<file path="src/rtl/sys_defs.sv">
// Shared system definitions for the memory bus.
// Holds the bus command encoding, the address width and the default
// channel and tag counts used by the arbiter and its tag table.
package sys_defs;

    localparam int XLEN          = 32;
    localparam int N_CH_DEFAULT  = 3;
    localparam int N_TAG_DEFAULT = 16;

    typedef enum logic [1:0] {
        BUS_NONE  = 2'h0,
        BUS_LOAD  = 2'h1,
        BUS_STORE = 2'h2
    } BUS_COMMAND;

    // Next channel index after idx, wrapping back to 0 past the last channel.
    function automatic int wrap_inc(input int idx, input int n);
        return (idx + 1 >= n) ? 0 : idx + 1;
    endfunction

endpackage

</file>
<file path="src/rtl/mem_tag_table.sv">
// Memory tag ownership table.
// One entry per memory tag, each holding a valid bit and the index of the
// channel whose load was accepted with that tag.
// Ports:
//   clock, reset       : clock and synchronous active-high reset
//   ret_tag            : tag returned by memory this cycle (0 = none)
//   alloc_en           : a load is being accepted this cycle
//   alloc_tag          : tag memory assigned to the accepted load
//   alloc_owner        : channel that issued the accepted load
//   ret_hit            : returned tag has a valid owner
//   ret_owner          : owner of the returned tag
//   ret_orphan         : returned tag has no valid owner
//   alloc_conflict     : allocation lands on an entry that stays occupied
//   any_valid          : at least one tag is outstanding
module mem_tag_table #(
    parameter int N_CH  = 3,
    parameter int N_TAG = 16
) (
    input  logic                       clock,
    input  logic                       reset,
    input  logic [$clog2(N_TAG)-1:0]   ret_tag,
    input  logic                       alloc_en,
    input  logic [$clog2(N_TAG)-1:0]   alloc_tag,
    input  logic [$clog2(N_CH)-1:0]    alloc_owner,
    output logic                       ret_hit,
    output logic [$clog2(N_CH)-1:0]    ret_owner,
    output logic                       ret_orphan,
    output logic                       alloc_conflict,
    output logic                       any_valid
);
    localparam int CH_W = $clog2(N_CH);

    logic [N_TAG-1:0] valid;
    logic [CH_W-1:0]  owner [N_TAG];
    logic             ret_present;

    assign ret_present = (ret_tag != '0);
    assign ret_hit     = ret_present && valid[ret_tag];
    assign ret_orphan  = ret_present && !valid[ret_tag];
    assign ret_owner   = owner[ret_tag];
    assign any_valid   = |valid;

    // An allocation onto a still-valid entry is only legitimate when that
    // same entry is being returned in this very cycle.
    assign alloc_conflict = alloc_en && valid[alloc_tag] &&
                            !(ret_hit && (ret_tag == alloc_tag));

    // The return clears its entry first; an allocation of the same tag in
    // the same cycle comes later and so wins, leaving the new owner valid.
    always_ff @(posedge clock) begin
        if (reset) begin
            valid <= '0;
            for (int t = 0; t < N_TAG; t++) begin
                owner[t] <= '0;
            end
        end else begin
            if (ret_hit) begin
                valid[ret_tag] <= 1'b0;
            end
            if (alloc_en) begin
                valid[alloc_tag] <= 1'b1;
                owner[alloc_tag] <= alloc_owner;
            end
        end
    end

endmodule

</file>
<file path="src/rtl/mem_bus_arbiter.sv">
// Memory bus arbiter.
// Chooses one of N_CH requesting channels to drive the memory bus each
// cycle (fixed priority or round-robin), keeps retrying a rejected channel,
// and routes returned memory tags back to the channel that owns them.
// Ports:
//   clock, reset        : clock and synchronous active-high reset
//   req_command/addr/data : per-channel bus request
//   mem_command/addr/data : request of the granted channel, to memory
//   mem2proc_response/data/tag : memory response, data and returned tag
//   ch_grant            : one-hot grant
//   ch_response         : memory response, steered to the granted channel
//   ch_tag              : returned tag, steered to its owner
//   ch_data             : memory data broadcast to every channel
//   all_idle            : no load tag outstanding
//   tag_err             : sticky tag-ownership error
module mem_bus_arbiter
    import sys_defs::*;
#(
    parameter int N_CH     = N_CH_DEFAULT,
    parameter int ARB_MODE = 1,
    parameter int N_TAG    = N_TAG_DEFAULT
) (
    input  logic                      clock,
    input  logic                      reset,
    input  logic [N_CH-1:0][1:0]      req_command,
    input  logic [N_CH-1:0][XLEN-1:0] req_addr,
    input  logic [N_CH-1:0][63:0]     req_data,
    output logic [1:0]                mem_command,
    output logic [XLEN-1:0]           mem_addr,
    output logic [63:0]               mem_data,
    input  logic [3:0]                mem2proc_response,
    input  logic [63:0]               mem2proc_data,
    input  logic [3:0]                mem2proc_tag,
    output logic [N_CH-1:0]           ch_grant,
    output logic [N_CH-1:0][3:0]      ch_response,
    output logic [N_CH-1:0][3:0]      ch_tag,
    output logic [63:0]               ch_data,
    output logic                      all_idle,
    output logic                      tag_err
);
    localparam int CH_W  = $clog2(N_CH);
    localparam int TAG_W = $clog2(N_TAG);

    logic [N_CH-1:0] cand;
    logic            grant_found;
    logic [CH_W-1:0] grant_idx;
    logic [CH_W-1:0] rr_ptr;
    logic            retry_valid;
    logic [CH_W-1:0] retry_ch;
    logic            accept;
    logic            load_accept;
    logic            ret_hit;
    logic [CH_W-1:0] ret_owner;
    logic            ret_orphan;
    logic            alloc_conflict;
    logic            any_valid;

    always_comb begin
        cand = '0;
        for (int i = 0; i < N_CH; i++) begin
            cand[i] = (req_command[i] != BUS_NONE);
        end
    end

    // Grant selection. A channel rejected last cycle that is still asking
    // keeps the bus regardless of mode. Round-robin is done as two upward
    // passes: first from rr_ptr to the top, then from 0, which together
    // cover the circular search without modulo arithmetic.
    always_comb begin
        grant_found = 1'b0;
        grant_idx   = '0;
        if (!reset) begin
            if (retry_valid && cand[retry_ch]) begin
                grant_found = 1'b1;
                grant_idx   = retry_ch;
            end else if (ARB_MODE == 0) begin
                for (int i = 0; i < N_CH; i++) begin
                    if (cand[i]) begin
                        grant_found = 1'b1;
                        grant_idx   = CH_W'(i);
                    end
                end
            end else begin
                for (int i = 0; i < N_CH; i++) begin
                    if (!grant_found && cand[i] && (i >= int'(rr_ptr))) begin
                        grant_found = 1'b1;
                        grant_idx   = CH_W'(i);
                    end
                end
                for (int i = 0; i < N_CH; i++) begin
                    if (!grant_found && cand[i]) begin
                        grant_found = 1'b1;
                        grant_idx   = CH_W'(i);
                    end
                end
            end
        end
    end

    // Output muxes toward memory and back toward the channels. Tag routing
    // is suppressed while reset is asserted because the table is being
    // cleared in that cycle.
    always_comb begin
        mem_command = BUS_NONE;
        mem_addr    = '0;
        mem_data    = '0;
        ch_grant    = '0;
        ch_response = '0;
        ch_tag      = '0;
        if (grant_found) begin
            mem_command            = req_command[grant_idx];
            mem_addr               = req_addr[grant_idx];
            mem_data               = req_data[grant_idx];
            ch_grant[grant_idx]    = 1'b1;
            ch_response[grant_idx] = mem2proc_response;
        end
        if (ret_hit && !reset) begin
            ch_tag[ret_owner] = mem2proc_tag;
        end
    end

    assign accept      = grant_found && (mem2proc_response != 4'd0);
    assign load_accept = accept && (mem_command == BUS_LOAD);
    assign ch_data     = mem2proc_data;
    assign all_idle    = ~any_valid;

    // Arbitration state: the round-robin pointer only moves on acceptance,
    // and the retry record always reflects what happened to last cycle's
    // grant (cleared when there was none or it was accepted).
    always_ff @(posedge clock) begin
        if (reset) begin
            rr_ptr      <= '0;
            retry_valid <= 1'b0;
            retry_ch    <= '0;
            tag_err     <= 1'b0;
        end else begin
            retry_valid <= grant_found && !accept;
            retry_ch    <= grant_idx;
            if (accept && (ARB_MODE == 1)) begin
                rr_ptr <= CH_W'(wrap_inc(int'(grant_idx), N_CH));
            end
            if (ret_orphan || alloc_conflict) begin
                tag_err <= 1'b1;
            end
        end
    end

    mem_tag_table #(
        .N_CH  (N_CH),
        .N_TAG (N_TAG)
    ) u_tag_table (
        .clock          (clock),
        .reset          (reset),
        .ret_tag        (mem2proc_tag[TAG_W-1:0]),
        .alloc_en       (load_accept),
        .alloc_tag      (mem2proc_response[TAG_W-1:0]),
        .alloc_owner    (grant_idx),
        .ret_hit        (ret_hit),
        .ret_owner      (ret_owner),
        .ret_orphan     (ret_orphan),
        .alloc_conflict (alloc_conflict),
        .any_valid      (any_valid)
    );

endmodule

</file>
<file path="config.mk">
export PLATFORM = sky130hd
export DESIGN_NAME = mem_bus_arbiter
export DESIGN_NICKNAME = d
export VERILOG_FILES = /design/src/rtl/sys_defs.sv /design/src/rtl/mem_tag_table.sv /design/src/rtl/mem_bus_arbiter.sv
export SDC_FILE = /design/constraint.sdc
export NUM_CORES = 1
export LEC_CHECK = 0
export CAP_MARGIN = 10
export CORE_AREA = 2 2 214 216
export CTS_CLUSTER_SIZE = 14
export DETAILED_ROUTE_END_ITERATION = 6
export DIE_AREA = 0 0 216 218
export SKIP_CTS_REPAIR_TIMING = 1
export SYNTH_ARGS = -nofsm -noshare
export SYNTH_HDL_FRONTEND = slang
export SYNTH_HIERARCHICAL = 1
export SYNTH_SLANG_ARGS = --single-unit
</file>
<file path="constraint.sdc">
create_clock -name clock -period 4.13 [get_ports clock]
set_clock_uncertainty 0.1 [all_clocks]
set_input_delay 0.6195 -clock clock [delete_from_list [all_inputs] [get_ports clock]]
set_output_delay 0.6195 -clock clock [all_outputs]
set_load 0.01 [all_outputs]
</file>
# Word-level counts from Yosys, hierarchy flattened
# Memory sizes are Yosys's and may differ from the RTL's.
# Index checks and enable logic that the tools add are counted.
# totals
ff_bits	22
mem_bits_rw	32
out_inout_bits	191
elab_cells	132
memories	1
# memory_table
name	words	word_bits	rd	rd_clocked_by_memory_dff	wr	line	source
u_tag_table.owner	16	2	1	0	16	mem_tag_table.sv:34	logic [CH_W-1:0] owner [N_TAG];
# classes
add_sub_neg	1
order_cmp	13
n_eq_ne	2
n_mux	65
bitwise	6
reduce_logical	39
# ops
cell	count
$bmux 64 s2	1
$mux 64	2
$bmux 32 s2	1
$mux 32	2
$mux 16	3
$mux 1	31
$and 12x12->12	2
$mux 12	2
$logic_and 1x1->1	22
$mux 2	10
$and 16x16->16	1
$demux 4 s2	2
$not 16->16	1
$or 16x16->16	1
$reduce_or 16->1	1
$mux 4	3
$lt 4x5->1 const B	2
$logic_not 1->1	9
$lt 2x3->1 const B	3
$bmux 1 s4	2
$demux 1 s4	2
$ge 4x1->1 const B	2
$reduce_bool 4->1	2
$reduce_bool 2->1	3
14 further kinds	16

# Logic depth before layout (Yosys ltp)
# depth
word_depth	43
ltp_mapped	14
depth_no_buf	10

# Cells and area by module
# The synthesis kept the hierarchy.
# modules_own_cells
module	n_inst	cells_per_inst	area_per_inst_um2	seq_area_each_um2
mem_bus_arbiter	1	377	2846.5	120.1
mem_tag_table	1	229	2646.3	1281.2

# Worst setup path after synthesis
# Ideal clock, no wire load.
# synth_timing
path_type	input-to-reg
from	input port req_command[3] in the netlist's numbering
to	memory u_tag_table/owner[2][0] in the netlist's numbering, enable pin
setup_ps	292
arrival_ps	3253
required_time_ps	3738
path_slack_ps	486
stages	11
path_buffers	1
path_cell_list	nor3b_1 -> o21bai_1 -> a222oi_1 -> a2111oi_4 -> clkbuf_1 -> a221o_1 -> a21oi_1 -> nor3b_1 -> nand2_1 -> nor3_1 -> or2_2
# synth_lines
element	line	source
start: declaration	mem_bus_arbiter.sv:25	input logic [N_CH-1:0][1:0] req_command,
end: declaration	mem_tag_table.sv:34	

# Worst setup path after layout
# layout_timing
from	input port req_command[2] in the netlist's numbering
to	output port mem_data[54]
# layout_via
elab_chain_len	30
elab_cells_between_ends	40
classes_between	27 x mux; 13 x reduce/logical
# layout_lines
element	line	source
$reduce_bool 2->1 (*)	mem_bus_arbiter.sv:61	cand[i] = (req_command[i] != BUS_NONE);
$logic_and 1x1->1 (2 in a row)	mem_bus_arbiter.sv:85	if (!grant_found && cand[i] && (i >= int'(rr_ptr))) begin
$mux 1	mem_bus_arbiter.sv:85	
$mux 1	mem_bus_arbiter.sv:73	if (retry_valid && cand[retry_ch]) begin
$mux 1	mem_bus_arbiter.sv:72	if (!reset) begin
$logic_not 1->1	mem_bus_arbiter.sv:85	
$logic_and 1x1->1 (2 in a row)	mem_bus_arbiter.sv:85	
$mux 1	mem_bus_arbiter.sv:85	
[12 not listed]	--	
$logic_not 1->1	mem_bus_arbiter.sv:91	if (!grant_found && cand[i]) begin
$logic_and 1x1->1	mem_bus_arbiter.sv:91	
$mux 2	mem_bus_arbiter.sv:91	
$mux 2	mem_bus_arbiter.sv:73	
$mux 2	mem_bus_arbiter.sv:72	
$bmux 64 s2	mem_bus_arbiter.sv:113	mem_data = req_data[grant_idx];
$mux 64 (implied by the code)	mem_bus_arbiter.sv:113	
$mux 64 (*)	mem_bus_arbiter.sv:110	if (grant_found) begin
end: declaration	mem_bus_arbiter.sv:30	output logic [63:0] mem_data,
# Every way passes the cells marked *; elsewhere a longest branch is shown, timed or not. The select of a mux whose other input is x is not followed.

==> impl_table.tex <==
\begin{tabular}{lr}
\hline
Metric & Value \\
\hline
\multicolumn{2}{l}{\textbf{Pwr}} \\
\quad Maximum vdd drop & 0.1575 mV \\
\quad Static power due to leakage & 0.005726 uW \\
\quad Pwr Total & 2228 uW \\
\quad Power density of the placed cells & approximately 200 nW/um2 \\
\multicolumn{2}{l}{\textbf{Logic synthesis}} \\
\quad Mean post-synth cell area & 9.064 um2 \\
\quad Number of distinct library cells after synthesis & 56 \\
\quad Fraction of post-synthesis cell area in the top cell type by area & 17.49\% \\
\quad Top cells by instance count after synthesis & a21o\_1 (92), a22o\_1 (92), buf\_4 (68) \\
\quad Post-synthesis instance total & roughly 610 \\
\quad Library cell occupying the most area in the post-synthesis netlist & edfxtp\_1 \\
\quad Synth Warn \# & 6 \\
\quad Fraction of the yosys area taken by sequential cells & about a quarter \\
\quad Largest cells by area after synthesis & edfxtp\_1 (17\%), a22o\_1 (15\%), a21o\_1 (13\%) \\
\quad Async S/R FF share, synth & 0\% \\
\quad Total nets after synthesis & 974 \\
\quad Post-synthesis instance area & 5493 um2 \\
\quad Total of flip-flops plus latches after synthesis & 54 \\
\quad Post-synth EDFFs & 32 \\
\quad Most frequently used flop master after synthesis & edfxtp\_1 \\
\multicolumn{2}{l}{\textbf{Routing}} \\
\quad Met3 wire length & between 3000 and 4000 um \\
\quad ANT nets after route & 0 \\
\quad Mean routed wirelength per cell & $\sim$23 um \\
\quad Routed wire length & roughly 37000 um \\
\quad Detailed-route via count & approximately 6900 \\
\quad Top routing layer in use & met5 \\
\quad Drt initial violations & 351 \\
\quad Routed metal-1 wirelength & 15950 um \\
\quad Post-detailed-route via-to-cell ratio & 4.245 \\
\quad DRC violation count after routing & 0 \\
\quad Routed wl met2 & 17090 um \\
\quad Total iterations of the first detailed-routing run & 5 \\
\multicolumn{2}{l}{\textbf{Global route}} \\
\quad Number of global-route vias before repair & 6814 \\
\quad Global-route usage over all layers & 13.95\% \\
\quad First-pass GRT wire length & between 40000 and 50000 um \\
\quad Largest net degree at the start of global routing & 85 \\
\quad Number of antenna violations at the first check in global routing & 6 \\
\quad Overflow left after global routing & 0 \\
\multicolumn{2}{l}{\textbf{Placed design}} \\
\quad Post-DP HPWL & 29040 um \\
\quad Port Buf Inserts & 430 \\
\quad Placer congestion estimate & 0.8926 \\
\quad Setup slack at placement & -0.1286 ns \\
\multicolumn{2}{l}{\textbf{CTS}} \\
\quad Max Root-Sink Buffers & 2 \\
\quad Clock slew at the register clock pins of the worst setup and hold paths & 0.06 ns \\
\quad CTS tree & done \\
\quad Number of buffers inserted during clock tree synthesis & 5 \\
\quad Clock net sink count & 54 \\
\quad Clock insertion delay at the later pin of the skew report & approximately 0.29 ns \\
\quad H-tree levels & 2 \\
\quad Root buffer cell & clkbuf\_16 \\
\multicolumn{2}{l}{\textbf{STA}} \\
\quad Hold Violations, Final & 0 \\
\quad Setup TNS & 0 ns \\
\quad Time the final worst path needs with I/O delays and setup & 4.048 ns \\
\quad Transition time at the pin with the least slew margin & 0.5124 ns \\
\quad Achievable clock frequency & 247.0 MHz \\
\quad Worst Slack Setup Final & slightly above 0.08 ns \\
\quad Worst slew margin relative to its limit & 65.52\% \\
\quad Setup-violating endpoint count in the final report & 0 \\
\quad Part of the cycle the worst path needs & a little over nine tenths \\
\quad Pins Over Slew Limit & 0 \\
\multicolumn{2}{l}{\textbf{Floorplanning}} \\
\quad Horizontal die dimension & 216 um \\
\quad Die Footprint & 47090 um2 \\
\quad Core area & 44890 um2 \\
\quad Total number of placement rows & 78 \\
\quad Initial Utilization & 12.24\% \\
\quad Top-Level Pins & 559 \\
\quad Y dimension of the die & 218 um \\
\multicolumn{2}{l}{\textbf{Flow run}} \\
\quad Maximum capacitance violations & 0 \\
\multicolumn{2}{l}{\textbf{Finish}} \\
\quad Nets & 1390 \\
\quad Synthesis-to-layout area growth & 103.4\% \\
\quad Final-layout fill cell count & 4882 \\
\quad Fraction of final layout cells sized beyond drive strength 1 & 13.98\% \\
\quad Final antenna diode count & 0 \\
\multicolumn{2}{l}{\textbf{Critical path}} \\
\quad Maximum net fanout on the critical path & 42 \\
\quad Signal arrival time at the worst endpoint & 3.33 ns \\
\quad Startpoint types & primary input \\
\quad Required time reported for the critical path endpoint & 3.41 ns \\
\quad Endpoint kind of the worst setup timing path & output pin \\
\quad Crit Path Class & in -> out \\
\multicolumn{2}{l}{\textbf{Hold path}} \\
\quad Worst min-delay path class & reg -> reg \\
\multicolumn{2}{l}{\textbf{Status}} \\
\quad Run status & complete, no violations \\
\hline
\end{tabular}
==> sequential cells by signal, indices dropped and copies added (netlist names) <==
| name | cells |
|---|---|
| retry_ch | 2 |
| retry_valid | 1 |
| rr_ptr | 2 |
| tag_err | 1 |
| u_tag_table/owner | 32 |
| u_tag_table/valid | 16 |
==> per-layer routing <==
| metal | track usage [%] | up-vias |
|---|---|---|
| met5 | 0 | - |
| met4 | 2.626 | 4 |
| met3 | 4.742 | 36 |
| met2 | 22.06 | 380 |
| met1 | 18.48 | 3365 |
| li1 | - | 3104 |
==> stage by stage <==
stage	instances	hold WS, ns	util (%)	instance area [um2]
2_1_floorplan	606	0.3363	-	5493
3_3_place_gp	1594	0.3445	23.32	10470
3_5_place_dp	1594	0.3609	23.32	10470
4_1_cts	1602	0.3748	23.62	10610
5_1_grt	1623	0.4266	24.89	11170
6_report	1623	0.3757	24.89	11170
==> cells by family (layout without fill, tap and decap cells) <==
family          Yosys count  in the layout  share of synthesized area [%]
buf+inv                 120            537                          13.42
compound gates          243            243                          35.60
xor+xnor                  4              4                         0.6377
flops                    54             54                          25.51
simple gates            164            164                          16.77
mux                      21             21                          8.064
==> where the power goes <==
part           internal, uW  leakage (uW)  switching, uW
Sequential              586      0.000512           9.24
Combinational           719       0.00515            512
Clock                   222     0.0000683            180
Total                  1530       0.00573            701
==> cell type report <==
class	instances	area, um2	share of cell area (%)
clock inverters	2	8.758	0.07840
flip-flops and latches	54	1401	12.54
inverters	4	15.01	0.1344
repair buffers	525	5459	48.86
multi-input cells	432	3408	30.51
clock buffers	6	128.9	1.154
well taps	600	750.7	6.720
==> placed cells by master, fill, tap and decap left out, types with 5 or more instances in the layout <==
cell type        count
a221o_1              7
clkdlybuf4s50_1    345
dlymetal6s2s_1      80
clkbuf_16           11
nor4_1               5
buf_12               8
buf_4               80
nand2b_1            11
nor3_1              11
mux4_2              15
a21o_1              92
edfxtp_1            32
nand2_1             28
o211ai_1             8
o311ai_0             6
o21ai_0             14
dfxtp_1             22
and3_1              12
nor2_1              21
and2_1              43
a22o_1              89
==> final timing paths <==
| check | cells past startpoint | end | slack [ns] | from |
|---|---|---|---|---|
| worst max register to register | 14 | u_tag_table/owner[6][0]$_SDFFCE_PN0P_ | 0.60 | retry_ch[1]$_SDFF_PP0_ |
| worst min register to register | 2 | rr_ptr[0]$_SDFFE_PP0P_ | 0.38 | rr_ptr[0]$_SDFFE_PP0P_ |
| worst max-delay path | 9 | mem_data[54] | 0.08 | req_command[2] |
| worst min-delay path | 2 | rr_ptr[0]$_SDFFE_PP0P_ | 0.38 | rr_ptr[0]$_SDFFE_PP0P_ |
==> worst max-delay path, cell delays in order <==
cell and delay [ns]:
clkdlybuf4s50_1 0.46, nor3b_2 0.26, o21bai_2 0.11, and4b_1 0.23
a41o_4 0.29, buf_4 0.16, clkbuf_16 0.23, a221o_1 0.42
clkdlybuf4s50_1 0.51
Power figures use the tool's default switching activity.
